<file path="src/rtl/display_scan_ctrl_pkg.sv">
// rtl/display_scan_ctrl_pkg.sv - shared types, segment constants and BCD encoder for the display scan controller
package display_scan_ctrl_pkg;

    typedef enum logic {
        ST_BLANK = 1'b0,
        ST_SHOW  = 1'b1
    } state_e;

    localparam logic [6:0] SEG_OFF = 7'h7F;
    localparam logic [1:0] DP_IDX  = 2'd2;

    // Active-high gfedcba patterns; inverted on the way to the pins
    localparam logic [6:0] SEG_0 = 7'h3F;
    localparam logic [6:0] SEG_1 = 7'h06;
    localparam logic [6:0] SEG_2 = 7'h5B;
    localparam logic [6:0] SEG_3 = 7'h4F;
    localparam logic [6:0] SEG_4 = 7'h66;
    localparam logic [6:0] SEG_5 = 7'h6D;
    localparam logic [6:0] SEG_6 = 7'h7D;
    localparam logic [6:0] SEG_7 = 7'h07;
    localparam logic [6:0] SEG_8 = 7'h7F;
    localparam logic [6:0] SEG_9 = 7'h6F;

    function automatic logic [6:0] bcd_to_seg(input logic [3:0] digit);
        logic [6:0] pat;
        case (digit)
            4'd0:    pat = SEG_0;
            4'd1:    pat = SEG_1;
            4'd2:    pat = SEG_2;
            4'd3:    pat = SEG_3;
            4'd4:    pat = SEG_4;
            4'd5:    pat = SEG_5;
            4'd6:    pat = SEG_6;
            4'd7:    pat = SEG_7;
            4'd8:    pat = SEG_8;
            4'd9:    pat = SEG_9;
            default: pat = 7'h00;
        endcase
        return pat;
    endfunction

endpackage

</file>
<file path="src/rtl/display_scan_ctrl_if.sv">
// rtl/display_scan_ctrl_if.sv - time inputs and display pin bundle between clock logic and scan controller
interface display_scan_if;
    logic [15:0] time_a;
    logic [15:0] time_b;
    logic        sel_b;
    logic        alarm;
    logic [3:0]  an;
    logic [6:0]  seg;
    logic        dp;
    logic        frame_done;

    modport master (
        output time_a, time_b, sel_b, alarm,
        input  an, seg, dp, frame_done
    );

    modport slave (
        input  time_a, time_b, sel_b, alarm,
        output an, seg, dp, frame_done
    );
endinterface

</file>
<file path="src/rtl/display_scan_ctrl_seg7_lut.sv">
// rtl/display_scan_ctrl_seg7_lut.sv - nibble to active-low segments with invalid-BCD and leading-zero blanking
module seg7_lut
    import display_scan_ctrl_pkg::*;
(
    input  logic [3:0] nibble,
    input  logic       zero_blank,
    output logic [6:0] seg_n
);

    always_comb begin
        seg_n = ~bcd_to_seg(nibble);
        if (zero_blank && (nibble == 4'd0)) begin
            seg_n = SEG_OFF;
        end
    end

endmodule

</file>
<file path="src/rtl/display_scan_ctrl.sv">
// rtl/display_scan_ctrl.sv - 4-digit 7-seg scan controller with per-frame snapshot; DISP_BLINK_EN adds alarm blink
module display_scan_ctrl
    import display_scan_ctrl_pkg::*;
#(
    parameter int DIV       = 50000,
    parameter int BLANK_CYC = 16
) (
    input  logic          CLK,
    input  logic          CLR,
    input  logic          CE,
    display_scan_if.slave dif
);

    localparam int MAXC = (DIV > BLANK_CYC) ? DIV : BLANK_CYC;
    localparam int CW   = (MAXC > 1) ? $clog2(MAXC) : 1;

    state_e        state_q, state_d;
    logic [1:0]    idx_q, idx_d;
    logic [CW-1:0] cnt_q, cnt_d;
    logic [15:0]   shadow_q, shadow_d;
    logic [3:0]    an_q, an_d;
    logic [6:0]    seg_q, seg_d;
    logic          dp_q, dp_d;
    logic          frame_done_q, frame_done_d;
    logic [3:0]    nibble;
    logic [6:0]    lut_seg;
    logic          blink_off;

    always_comb begin
        state_d      = state_q;
        idx_d        = idx_q;
        cnt_d        = cnt_q;
        shadow_d     = shadow_q;
        frame_done_d = 1'b0;
        if (CE) begin
            if (state_q == ST_BLANK) begin
                // First CE cycle of a frame latches the time so one frame never mixes values
                if ((idx_q == 2'd0) && (cnt_q == '0)) begin
                    shadow_d = dif.sel_b ? dif.time_b : dif.time_a;
                end
                if (cnt_q == CW'(BLANK_CYC - 1)) begin
                    state_d = ST_SHOW;
                    cnt_d   = '0;
                end else begin
                    cnt_d = cnt_q + 1'b1;
                end
            end else begin
                if (cnt_q == CW'(DIV - 1)) begin
                    state_d      = ST_BLANK;
                    cnt_d        = '0;
                    idx_d        = idx_q + 2'd1;
                    frame_done_d = (idx_q == 2'd3);
                end else begin
                    cnt_d = cnt_q + 1'b1;
                end
            end
        end
    end

`ifdef DISP_BLINK_EN
    logic [5:0] frame_cnt_q, frame_cnt_d;

    always_comb begin
        frame_cnt_d = frame_cnt_q;
        if (frame_done_d) begin
            frame_cnt_d = frame_cnt_q + 6'd1;
        end
        blink_off = dif.alarm && frame_cnt_d[5];
    end

    always_ff @(posedge CLK or posedge CLR) begin
        if (CLR) begin
            frame_cnt_q <= 6'd0;
        end else begin
            frame_cnt_q <= frame_cnt_d;
        end
    end
`else
    logic unused_alarm;
    assign unused_alarm = dif.alarm;
    assign blink_off    = 1'b0;
`endif

    assign nibble = 4'(shadow_d >> {idx_d, 2'b00});

    seg7_lut u_seg7_lut (
        .nibble     (nibble),
        .zero_blank (idx_d == 2'd3),
        .seg_n      (lut_seg)
    );

    // Outputs are computed from next state so they move on the same edge as the FSM
    always_comb begin
        an_d  = an_q;
        seg_d = seg_q;
        dp_d  = dp_q;
        if (CE) begin
            an_d  = 4'hF;
            seg_d = SEG_OFF;
            dp_d  = 1'b1;
            if ((state_d == ST_SHOW) && !blink_off) begin
                an_d  = ~(4'b0001 << idx_d);
                seg_d = lut_seg;
                dp_d  = (idx_d != DP_IDX);
            end
        end
    end

    always_ff @(posedge CLK or posedge CLR) begin
        if (CLR) begin
            state_q      <= ST_BLANK;
            idx_q        <= 2'd0;
            cnt_q        <= '0;
            shadow_q     <= 16'h0000;
            an_q         <= 4'hF;
            seg_q        <= SEG_OFF;
            dp_q         <= 1'b1;
            frame_done_q <= 1'b0;
        end else begin
            state_q      <= state_d;
            idx_q        <= idx_d;
            cnt_q        <= cnt_d;
            shadow_q     <= shadow_d;
            an_q         <= an_d;
            seg_q        <= seg_d;
            dp_q         <= dp_d;
            frame_done_q <= frame_done_d;
        end
    end

    assign dif.an         = an_q;
    assign dif.seg        = seg_q;
    assign dif.dp         = dp_q;
    assign dif.frame_done = frame_done_q;

endmodule

</file>
<file path="src/flat_wrapper.sv">
// flat-port wrapper written by rule: the top's interface ports become plain ports
module display_scan_ctrl_flat import display_scan_ctrl_pkg::*;
#(
    parameter int DIV       = 50000,
    parameter int BLANK_CYC = 16
)
  (CLK, CLR, CE, dif_time_a, dif_time_b, dif_sel_b, dif_alarm, dif_an, dif_seg, dif_dp, dif_frame_done);
  display_scan_if dif_i ();
  input  logic CLK;
  input  logic CLR;
  input  logic CE;
  input wire logic [$bits(dif_i.time_a)-1:0] dif_time_a;
  input wire logic [$bits(dif_i.time_b)-1:0] dif_time_b;
  input wire logic [$bits(dif_i.sel_b)-1:0] dif_sel_b;
  input wire logic [$bits(dif_i.alarm)-1:0] dif_alarm;
  output wire logic [$bits(dif_i.an)-1:0] dif_an;
  output wire logic [$bits(dif_i.seg)-1:0] dif_seg;
  output wire logic [$bits(dif_i.dp)-1:0] dif_dp;
  output wire logic [$bits(dif_i.frame_done)-1:0] dif_frame_done;
  assign dif_i.time_a = dif_time_a;
  assign dif_i.time_b = dif_time_b;
  assign dif_i.sel_b = dif_sel_b;
  assign dif_i.alarm = dif_alarm;
  assign dif_an = dif_i.an;
  assign dif_seg = dif_i.seg;
  assign dif_dp = dif_i.dp;
  assign dif_frame_done = dif_i.frame_done;
  display_scan_ctrl #(.DIV(DIV), .BLANK_CYC(BLANK_CYC)) u_core (.CLK(CLK), .CLR(CLR), .CE(CE), .dif(dif_i));
endmodule
</file>
<file path="config.mk">
export PLATFORM = sky130hd
export DESIGN_NAME = display_scan_ctrl_flat
export DESIGN_NICKNAME = d
export VERILOG_FILES = /design/src/rtl/display_scan_ctrl_pkg.sv /design/src/rtl/display_scan_ctrl_if.sv /design/src/rtl/display_scan_ctrl_seg7_lut.sv /design/src/rtl/display_scan_ctrl.sv /design/src/flat_wrapper.sv
export SDC_FILE = /design/constraint.sdc
export NUM_CORES = 1
export LEC_CHECK = 0
export ABC_AREA = 1
export CAP_MARGIN = 40
export CELL_PAD_IN_SITES_DETAIL_PLACEMENT = 1
export CELL_PAD_IN_SITES_GLOBAL_PLACEMENT = 2
export CORE_ASPECT_RATIO = 0.5
export CORE_MARGIN = 4
export CORE_UTILIZATION = 32
export CTS_BUF_LIST = sky130_fd_sc_hd__clkbuf_4
export CTS_CLUSTER_SIZE = 12
export DETAILED_ROUTE_END_ITERATION = 8
export PLACE_DENSITY_LB_ADDON = 0.1
export RECOVER_POWER = 25
export SLEW_MARGIN = 20
export SYNTH_ARGS = -nofsm -noshare
export SYNTH_HDL_FRONTEND = slang
export SYNTH_SLANG_ARGS = --single-unit
</file>
<file path="constraint.sdc">
create_clock -name CLK -period 2.9 [get_ports CLK]
set_input_delay 0.58 -clock CLK [delete_from_list [all_inputs] [get_ports CLK]]
set_output_delay 0.58 -clock CLK [all_outputs]
set_load 0.03 [all_outputs]
</file>
==> flow_summary.toml, run 1 <==
[die]
start_util_pct = 33.2
num_io_pins = 50
die_y_um = 78.3
fp.coreArea_um2 = 9540
die_w_um = 149
die_area_um2 = 11600
fp-row-count = 25

[detailed_routing]
wirelength_um = 8500
drtIter0Drc = 87
via_per_inst = 4.57
first_pass_iters = 4
drtAntennaViolNets = 0
wl_per_cell_um = 13.7
vias = 2841
drc = 0

[yosys]
synth_fp_nets = 456
synth_ff_type = "dfrtp_1"
async_flop_share_pct = 100
yosysSeqAreaShare_pct = 37.6
synth_simple_gate_area_share_pct = 40.6
synth_xor_area_share_pct = 3.32
synth_cell_types = 36
synth_edf_count = 0
syn_inst = 410
yosys.area_share.adder_pct = 3.56
yosys_warnings = 0
syn-cell-area_um2 = 3160
synth_compound_area_share_pct = 3.72
ys_ff_latch = 47
synthMuxAreaShare_pct = 2.85
synth_top_family_by_area = "simple AND/OR/NAND/NOR gates"
syn-mean-instance-area_um2 = 7.71

[timing]
finalCriticalPeriod_ns = 2.59
fmax_mhz = 387
setup_ws_ns = 0.314
worst_pin_slew_ns = 1.41
drv_slew = 0
setup_viol = 0
clock_skew_ns = 0.0151
hold_viol = 0
whs_ns = 0.505
min_period_over_period_pct = 89.2
relSlewSlack_pct = 6.09
fin_setup_tns_ns = 0

[cells_and_area]
fin_util_pct = 42.3
syn_to_final_growth_pct = 27.7
layoutNonFillerInstCount = 621
layout_common_cells = "nand2_1, nor2_1, clkdlybuf4s50_1"
final_nets = 531
fill_cells = 1174
stdcell_area_um2 = 4040
final_common_cell = "nand2_1"
drive_gt1_share_pct = 20.4
diodes = 0

[power]
switching_share_pct = 32.8
p_switching_uw = 461
p_int_uw = 944
pwr-share-clk_pct = 23.3
p_total_mw = 1.40
vdd.ir_drop.worst_uv = 146
powerDensity_nw_per_um2 = 348
leakagePower_nw = 2.00
pwr-share-comb_pct = 22.6
p_seq_share_pct = 54.1

[placement]
dpl_cell_area_um2 = 3950
gp_congestion = 0.811
dp_hpwl_um = 6930
dpl.cell_count = 609
dp_slack_ns = -0.122
port_buffers = 48

[worst_setup_path]
crit_path_end_kind = "register"
ff2ff_setup_slack_ns = 0.31
crit-reg2reg-launch = "u_core.idx_q[0]"
path_max_fanout = 15
crit_end = "u_core.dif.seg[1]"
crit_start = "u_core.idx_q[0]"
cp.arrival_ns = 2.92
r2r_cells = 14
critical_path_class = "register to register"
cp_data_required_time_ns = 3.23
reg2reg_to = "u_core.dif.seg[1]"
cp-start-kind = "register"

[clock_tree]
clock_path_buffers = 2
cts_root_buf = "clkbuf_4"
cts_buffers = 5
cts_hold_buf = 0
insertion_delay_ns = 0.38
cts_htree_levels = 2
clock_sinks = 47
clk_pin_slew_worst_paths_ns = 0.14
cts_tree = "built"

[outcome]
status = "completed"

[global_route]
grt_pass1_wl_um = 15300
grt_overflow = 0
antenna_found_initial = 0
grtUsageTotal_pct = 16.1
grt_pass1_vias = 3161
grt_max_degree = 29

[hold_path]
worstHoldPathType = "register to register"

[flow_run]
maxCapViolations = 0
## repair_timing
action / 4_1_cts / 5_1_grt
resized for setup: 0 / 5
setup endpoints to repair: 0 / 7
buffers inserted: 0 / 4
endpoints found under the hold margin: 0 / 0
## power by group through the flow
stage	registers, mW	logic (mW)	clock network (mW)
after floorplan	0.774	0.178	0
after global placement	0.768	0.307	0
after detailed placement	0.773	0.326	0
after CTS	0.761	0.327	0.344
after global routing	0.770	0.357	0.387
final	0.760	0.318	0.327
## worst max-delay path, stage by stage (launching register included)
cell     delay, ns
dfrtp_1       0.46
inv_1         0.14
ha_1          0.16
nand2_1       0.08
nor2_4        0.14
nand3_4       0.18
o21ai_0       0.30
nand2_1       0.09
nand3_1       0.17
inv_1         0.11
ha_1          0.32
a21oi_1       0.18
nand3_1       0.10
nand2_1       0.06
inv_1         0.03
## routing by layer
metal | track usage (%) | up-vias | routed length, µm
met5 | 0 | - | 0
met4 | 2.40 | 0 | 28
met2 | 27.7 | 25 | 4090
met1 | 21.1 | 1372 | 4180
met3 | 3.63 | 4 | 205
li1 | - | 1440 | -
## registers in the layout, summed over array words and instances, names as in the netlist
register / flops
u_core.cnt_q: 16
u_core.dif.dp: 1
u_core.idx_q: 2
u_core.dif.frame_done: 1
u_core.dif.an: 3
u_core.dif.seg: 7
u_core.shadow_q: 16
u_core.state_q: 1
## cell type report
class                   count  area, µm²  share of cell area [%]
clock buffers               6       45.0                    1.12
multi-input cells         309       1730                    42.7
repair buffers             81        746                    18.5
clock inverters             2       8.76                   0.217
inverters                  41        154                    3.81
well taps                 135        169                    4.18
flip-flops and latches     47       1190                    29.5
## synthesized netlist by cell type (5+ instances only)
master / count / share of area [%]
dfrtp_1: 36 / 28
o21ai_0: 8 / 1.3
mux2i_1: 9 / 2.8
nand3_2: 6 / 1.9
buf_6: 5 / 1.8
xor2_1: 9 / 2.5
o21ai_1: 5 / 0.79
nand4_1: 12 / 2.4
nor2_1: 56 / 6.6
nor2_4: 5 / 1.8
ha_1: 9 / 3.6
nand2_1: 113 / 13
nand3_1: 28 / 4.4
nand2_2: 15 / 3.0
dfstp_2: 11 / 9.1
inv_1: 39 / 4.6
## how the worst min path moves through the flow
stage | end | depth (start not counted) | startpoint
after floorplan | u_core.shadow_q[1] | 2 | u_core.shadow_q[1]
after global placement | u_core.shadow_q[1] | 2 | u_core.shadow_q[1]
after detailed placement | u_core.dif.seg[2] | 2 | u_core.dif.seg[2]
after CTS | u_core.cnt_q[9] | 2 | CLR
after global routing | u_core.dif.seg[3] | 2 | u_core.dif.seg[3]
final | u_core.dif.seg[4] | 2 | u_core.dif.seg[4]
## cell families after synthesis
| group | count (synthesis) |
|---|---|
| buffers and inverters | 54 |
| adder cells (fa/ha/maj) | 9 |
| multiplexers | 9 |
| AND/OR/NAND/NOR | 258 |
| AO/OA/AOI/OAI | 21 |
| XOR/XNOR | 12 |
| flip-flops | 47 |
No activity file was read; power rests on OpenSTA's default activity.
==> run 2: changes to the inputs <==
TNS_END_PERCENT = 10   (was default)
==> flow_summary.toml, run 2 (same netlist as run 1, synthesis figures left out) <==
[outcome]
status = "completed"

[timing]
clock_skew_ns = 0.0150
min_period_over_period_pct = 89.2
fmax_mhz = 387
hold_viol = 0
finalCriticalPeriod_ns = 2.59
fin_setup_tns_ns = 0
setup_viol = 0
drv_slew = 0
setup_ws_ns = 0.314
relSlewSlack_pct = 6.19
worst_pin_slew_ns = 1.41

[cells_and_area]
final_nets = 531
layoutNonFillerInstCount = 621
fin_util_pct = 42.3
syn_to_final_growth_pct = 27.7
diodes = 0
layout_common_cells = "nand2_1, nor2_1, clkdlybuf4s50_1"
drive_gt1_share_pct = 20.4
final_common_cell = "nand2_1"
fill_cells = 1174

[worst_setup_path]
cp.arrival_ns = 2.92
cp_data_required_time_ns = 3.23
critical_path_class = "register to register"
critPathSlowestCell = "dfrtp_1"
ff2ff_setup_slack_ns = 0.31
r2r_cells = 14
crit-reg2reg-launch = "u_core.idx_q[0]"
path_max_fanout = 15
crit_family = "simple AND/OR/NAND/NOR gates"
crit_path_end_kind = "register"
cp-start-kind = "register"
path_cells = "inv_1 -> ha_1 -> nand2_1 -> nor2_4 -> nand3_4 -> o21ai_0 -> nand2_1 -> nand3_1 -> inv_1 -> ha_1 -> a21oi_1 -> nand3_1 -> nand2_1 -> inv_1"
reg2reg_to = "u_core.dif.seg[1]"
critical_path_depth = 14
slowest_delay_ns = 0.46
critPathBufInv = 3

[placement]
dpl.cell_count = 609
gp_congestion = 0.811
dp_slack_ns = -0.122
dp_hpwl_um = 6930
port_buffers = 48

[power]
switching_share_pct = 32.8
p_switching_uw = 460
p_int_uw = 944
vdd.ir_drop.worst_uv = 146
powerDensity_nw_per_um2 = 348
pwr-share-clk_pct = 23.3
p_total_mw = 1.40
p_seq_share_pct = 54.1
leakagePower_nw = 2.00
pwr-share-comb_pct = 22.6

[clock_tree]
cts_root_buf = "clkbuf_4"
cts_tree = "built"
insertion_delay_ns = 0.38
clock_sinks = 47
cts_htree_levels = 2
cts_buffers = 5
clk_pin_slew_worst_paths_ns = 0.14
clock_path_buffers = 2

[die]
fp-row-count = 25
die_y_um = 78.3
start_util_pct = 33.2
die_w_um = 149
num_io_pins = 50
die_area_um2 = 11600
fp.coreArea_um2 = 9540

[flow_run]
maxCapViolations = 0

[detailed_routing]
wirelength_um = 8510
drc = 0
drtAntennaViolNets = 0
vias = 2843
via_per_inst = 4.58
wl_per_cell_um = 13.7
drtIter0Drc = 84
first_pass_iters = 4

[global_route]
grt_pass1_wl_um = 15300
grt_overflow = 0
antenna_found_initial = 0
grtUsageTotal_pct = 16.1
grt_max_degree = 29
grt_pass1_vias = 3161

[hold_path]
hold_path_depth = 2
worstHoldPathType = "register to register"
hold_start = "u_core.dif.seg[4]"
holdPathEnd = "u_core.dif.seg[4]"
==> run 2: layout make-up <==
type / count / area [µm²] / share of cell area (%)
Tap cell: 135 / 169 / 4.18
Sequential cell: 47 / 1190 / 29.5
Clock inverter: 2 / 8.76 / 0.217
Multi-Input combinational cell: 309 / 1730 / 42.7
Inverter: 41 / 154 / 3.81
Timing Repair Buffer: 81 / 746 / 18.5
Clock buffer: 6 / 45.0 / 1.12
==> run 2: power groups by stage <==
stage | Sequential (mW) | Combinational, mW | Clock (mW)
detailed placement | 0.773 | 0.326 | 0
global placement | 0.768 | 0.307 | 0
global route | 0.770 | 0.357 | 0.387
CTS | 0.761 | 0.327 | 0.344
finish | 0.760 | 0.317 | 0.327
floorplan | 0.774 | 0.178 | 0
==> run 2: repair_timing <==
item | in CTS | in global routing
resized for setup | 0 | 5
buffers inserted | 0 | 4
hold buffers | 0 | 0
setup endpoints to repair | 0 | 7
==> run 2: worst max-delay path by stage <==
| stage | end | startpoint |
|---|---|---|
| floorplan | u_core.dif.seg[1] | CE |
| global route | u_core.dif.seg[4] | u_core.cnt_q[0] |
| global placement | u_core.dif.seg[1] | CE |
| finish | u_core.dif.seg[1] | u_core.idx_q[0] |
| CTS | u_core.dif.seg[4] | u_core.cnt_q[0] |
| detailed placement | u_core.dif.seg[1] | CE |
==> run 2: worst reg2reg max path, stage by stage (launching register included) <==
cell and delay, ns:
dfrtp_1 0.46, inv_1 0.14, ha_1 0.16, nand2_1 0.08, nor2_4 0.15, nand3_4 0.18, o21ai_0 0.30, nand2_1 0.09
nand3_1 0.17, inv_1 0.11, ha_1 0.32, a21oi_1 0.18, nand3_1 0.10, nand2_1 0.06, inv_1 0.03
==> run 2: routing by layer <==
metal	part of all wire, %	track usage, %	up-vias
met4	0.33	2.40	0
met3	2.4	3.63	4
li1	-	-	1440
met2	48	27.7	25
met5	0	0	-
met1	49	21.1	1374
==> run 2: through the flow <==
stage | hold slack [ns] | instance area, µm²
finish | 0.505 | 4040
CTS | 0.410 | 4000
global placement | 0.477 | 3930
global route | 0.533 | 4040
detailed placement | 0.487 | 3950
floorplan | 0.455 | 3160
==> run 3: changes to the inputs <==
CAP_MARGIN = 20   (was 40)
==> flow_summary.toml, run 3 (same netlist as run 1, synthesis figures left out) <==
[outcome]
status = "finished with violations"
violations = "capacitance limit, slew limit"

[detailed_routing]
first_pass_iters = 4
drc = 0
drtAntennaViolNets = 0
drtIter0Drc = 109
wl_per_cell_um = 13.8
via_per_inst = 4.62
vias = 2854
wirelength_um = 8560

[worst_setup_path]
crit_path_end_kind = "register"
cp_data_required_time_ns = 3.21
critPathSlowestCell = "dfrtp_1"
path_cells = "ha_1 -> nand3_2 -> nor2_2 -> nand2_2 -> nor2_4 -> nand3_4 -> nand2_4 -> nor2_1 -> nand2_1 -> nand3_1 -> inv_1 -> ha_1 -> nand3_1 -> nand2_1 -> nand3_1 -> nor2_1 -> nor2_1"
cp-start-kind = "register"
cp.arrival_ns = 2.92
path_max_fanout = 10
slowest_delay_ns = 0.38
critical_path_class = "register to register"

[placement]
dp_slack_ns = -0.151
gp_congestion = 0.811
port_buffers = 48
dp_hpwl_um = 6850

[global_route]
use_met1_pct = 20.8
met3_usage_pct = 3.46
antenna_found_initial = 0
grtUsageTotal_pct = 15.8
grt_pass1_wl_um = 15000
busiest_layer = "met2"
grt_pass1_vias = 3188
grtUsageMet2_pct = 27.5
grt_max_degree = 39
grt_overflow = 0

[die]
die_w_um = 149
die_y_um = 78.3
fp-row-count = 25
start_util_pct = 33.2
num_io_pins = 50
fp.coreArea_um2 = 9540
die_area_um2 = 11600

[timing]
clock_skew_ns = 0.0148
setup_ws_ns = 0.295
fmax_mhz = 384
setup_viol = 0
hold_viol = 0
finalCriticalPeriod_ns = 2.61
worst_pin_slew_ns = 1.50
drv_slew = 1
relSlewSlack_pct = -0.0854
whs_ns = 0.500
min_period_over_period_pct = 89.8

[clock_tree]
cts_htree_levels = 2
cts_hold_buf = 0
cts_buffers = 5
clock_sinks = 47
cts_root_buf = "clkbuf_4"
clk_pin_slew_worst_paths_ns = 0.14
cts_tree = "built"
insertion_delay_ns = 0.38
clock_path_buffers = 2

[cells_and_area]
diodes = 0
seq_area_um2 = 1190
final_nets = 528
drive_gt1_share_pct = 20.3
layout_common_cells = "nand2_1, nor2_1, clkdlybuf4s50_1"
final_common_cell = "nand2_1"
fill_cells = 1187
syn_to_final_growth_pct = 26.9
multi_input_area_um2 = 1740

[power]
vdd.ir_drop.worst_uv = 125
leakagePower_nw = 1.97
powerDensity_nw_per_um2 = 351
p_total_mw = 1.41

[flow_run]
maxCapViolations = 1

[hold_path]
worstHoldPathType = "register to register"
==> run 3: changes by cell type in the layout (fill, tap and decap cells not counted), sizes merged <==
cell | before | now
buf | 32 | 29
dlymetal6s4s | 1 | 0
nand3 | 37 | 38
==> run 3: final cells by class <==
cell class	count	area share, %
multi-input cells	310	43.2
flip-flops and latches	47	29.7
repair buffers	77	17.7
well taps	135	4.21
inverters	41	3.83
clock buffers	6	1.12
clock inverters	2	0.218
==> run 3: final timing paths <==
kind | from | endpoint | slack (ns) | cells past startpoint
worst max-delay path | u_core.cnt_q[0] | u_core.dif.seg[4] | 0.29 | 17
worst min-delay path | u_core.dif.seg[3] | u_core.dif.seg[3] | 0.50 | 2
worst max register to register | u_core.cnt_q[0] | u_core.dif.seg[4] | 0.29 | 17
worst min register to register | u_core.dif.seg[3] | u_core.dif.seg[3] | 0.50 | 2
max in group asynchronous | CLR | u_core.idx_q[0] | 0.85 | 2
min in group asynchronous | CLR | u_core.cnt_q[15] | 1.07 | 2
==> run 3: through the flow <==
stage / setup TNS [ns] / instance area (µm²) / utilization (%) / cells
2_1_floorplan: 0 / 3160 / - / 410
3_3_place_gp: -0.250 / 3930 / 41.1 / 608
3_5_place_dp: -0.745 / 3930 / 41.1 / 608
4_1_cts: 0 / 3980 / 41.7 / 616
5_1_grt: -0.000359 / 4010 / 42.1 / 618
6_report: 0 / 4010 / 42.1 / 618
==> run 3: worst max-delay path: cells and delay by family, from the launching register on <==
family        cells  cell delay (ns)
flops             1             0.38
buf+inv           1             0.15
fa+ha+maj         2             0.42
simple gates     14             1.61
==> run 3: metal layers <==
layer  vias up  routed length (µm)
met3         5                 211
met5         -                   0
met4         0                  37
li1       1437                   -
met1      1384                4270
met2        28                4030
==> run 3: timing repair <==
action / 4_1_cts / 5_1_grt
endpoints found under the setup margin: 0 / 7
buffers inserted: 0 / 1
gates resized for setup: 0 / 6
==> run 3: report_power, final <==
| group | switching, mW | internal [mW] | total [mW] |
|---|---|---|---|
| combinational | 0.186 | 0.137 | 0.322 |
| clock | 0.223 | 0.101 | 0.324 |
| sequential | 0.0551 | 0.706 | 0.761 |
| total | 0.464 | 0.943 | 1.41 |
==> edit (flow settings as in run 2) <==
Build with the macro `DISP_BLINK_EN` defined.
--- a/src/rtl/display_scan_ctrl.sv
+++ b/src/rtl/display_scan_ctrl.sv
@@ -1,2 +1,4 @@
 // rtl/display_scan_ctrl.sv - 4-digit 7-seg scan controller with per-frame snapshot; DISP_BLINK_EN adds alarm blink
+`define DISP_BLINK_EN
+
 module display_scan_ctrl
Function: same outputs for any inputs over 10 cycles, from zero or initial values; that may be too few to reach the edited logic, so the function may still have changed.
==> edit against run 2 <==
- area after synthesis is 7.0% higher
- synthesized cell count is 6.3% higher
- count of clock-buffer cells in the layout is 1 lower
- utilization is 1.1 points lower
- final area is 4.6% higher
- critical endpoint is now u_core.dif.seg[0]
- routed wire length is 3.6% higher
- sequential cell count is 6 higher
- setup slack worse by 34 ps
- power is 11% higher
- first-iteration DRC count is 56% higher
- worst hold slack worse by 21 ps
==> edit: results (changes against run 2) <==
stage;metric;value;unit;change
layout;multi-input combinational gate total;329;;was 309
route;wl on met1;4760;um;was 4180 um
route;Vias/cell;4.57;;was 4.58
place;number of port buffers;49;;was 48
power;Int Power;1.04;mW;was 0.944 mW
power;total combinational power;0.321;mW;was 0.317 mW
layout;Final Net Count;551;;was 531
power;power density normalized to cell area;369;nW/um^2;was 348 nW/um^2
setup_path;worst reg2reg path depth;18;;was 14
layout;multi-input combinational cell area;1810;um^2;was 1730 um^2
floorplanning;tap cells;140;;was 135
power;leakage power;2.06;nW;was 2.00 nW
logic_synthesis;Netlist cell types;38;;was 36
layout;clock-cell share of area;1.48;%;was 1.33%
logic_synthesis;Synth top cells by count;130 x sky130_fd_sc_hd__nand2_1, 42 x sky130_fd_sc_hd__dfrtp_1, 39 x sky130_fd_sc_hd__nor2_1, 36 x sky130_fd_sc_hd__inv_1, 32 x sky130_fd_sc_hd__nand3_1;;was 113 x sky130_fd_sc_hd__nand2_1, 56 x sky130_fd_sc_hd__nor2_1, 39 x sky130_fd_sc_hd__inv_1, 36 x sky130_fd_sc_hd__dfrtp_1, 28 x sky130_fd_sc_hd__nand3_1
route;detailed route wirelength on metal2;3660;um;was 4100 um
layout;non-filler instance count after layout;646;;was 621
logic_synthesis;cell count after synthesis;436;;was 410
floorplanning;Total Die Area;12400;um^2;was 11600 um^2
layout;final antenna diode count;1;;was 0
global_route;global routing usage on met1;22.9;%;was 21.1%
place;# placed instances;637;;was 609
status;run status;completed;;unchanged
power;clock share of power;24.2;%;was 23.3%
global_route;wire length of the first global-routing pass;15500;um;was 15300 um
route;post-detailed-routing wire length;8810;um;was 8510 um
place;hpwl dp;7120;um;was 6930 um
layout;proportion of layout cells with a drive suffix above 1;18.0;%;was 20.4%
layout;register area;1340;um^2;was 1190 um^2
layout;number of clock buffers in the layout;5;;was 6
timing;final cycle utilization of the critical path;90.3;%;was 89.2%
clock_tree;CTS clock-pin slew for the worst setup and hold paths;180;ps;was 140 ps
layout;fraction of standard cell area that is sequential;31.7;%;was 29.5%
global_route;met2 routing resource usage after global routing;23.8;%;was 27.7%
route;initial DRC count;131;;was 84
[edit: worst min path at each step]
stage / from / end / slack, ps / cells past startpoint
finish: u_core.frame_cnt_q[4] / u_core.frame_cnt_q[4] / 480 / 1
global route: u_core.frame_cnt_q[4] / u_core.frame_cnt_q[4] / 520 / 1
CTS: u_core.frame_cnt_q[4] / u_core.frame_cnt_q[4] / 490 / 1
detailed placement: u_core.frame_cnt_q[4] / u_core.frame_cnt_q[4] / 470 / 1
global placement: u_core.frame_cnt_q[4] / u_core.frame_cnt_q[4] / 460 / 1
floorplan: u_core.frame_cnt_q[4] / u_core.frame_cnt_q[4] / 450 / 1
[edit: kinds of logic after synthesis]
logic type | share of synthesized area [%]
AOI/OAI and AO/OA | 3.84
xor gates and xnor gates | 3.36
adders and majority gates | 3.70
buffers and inverters | 6.95
DFF | 39.6
muxes | 1.77
and+or+nand+nor | 40.8
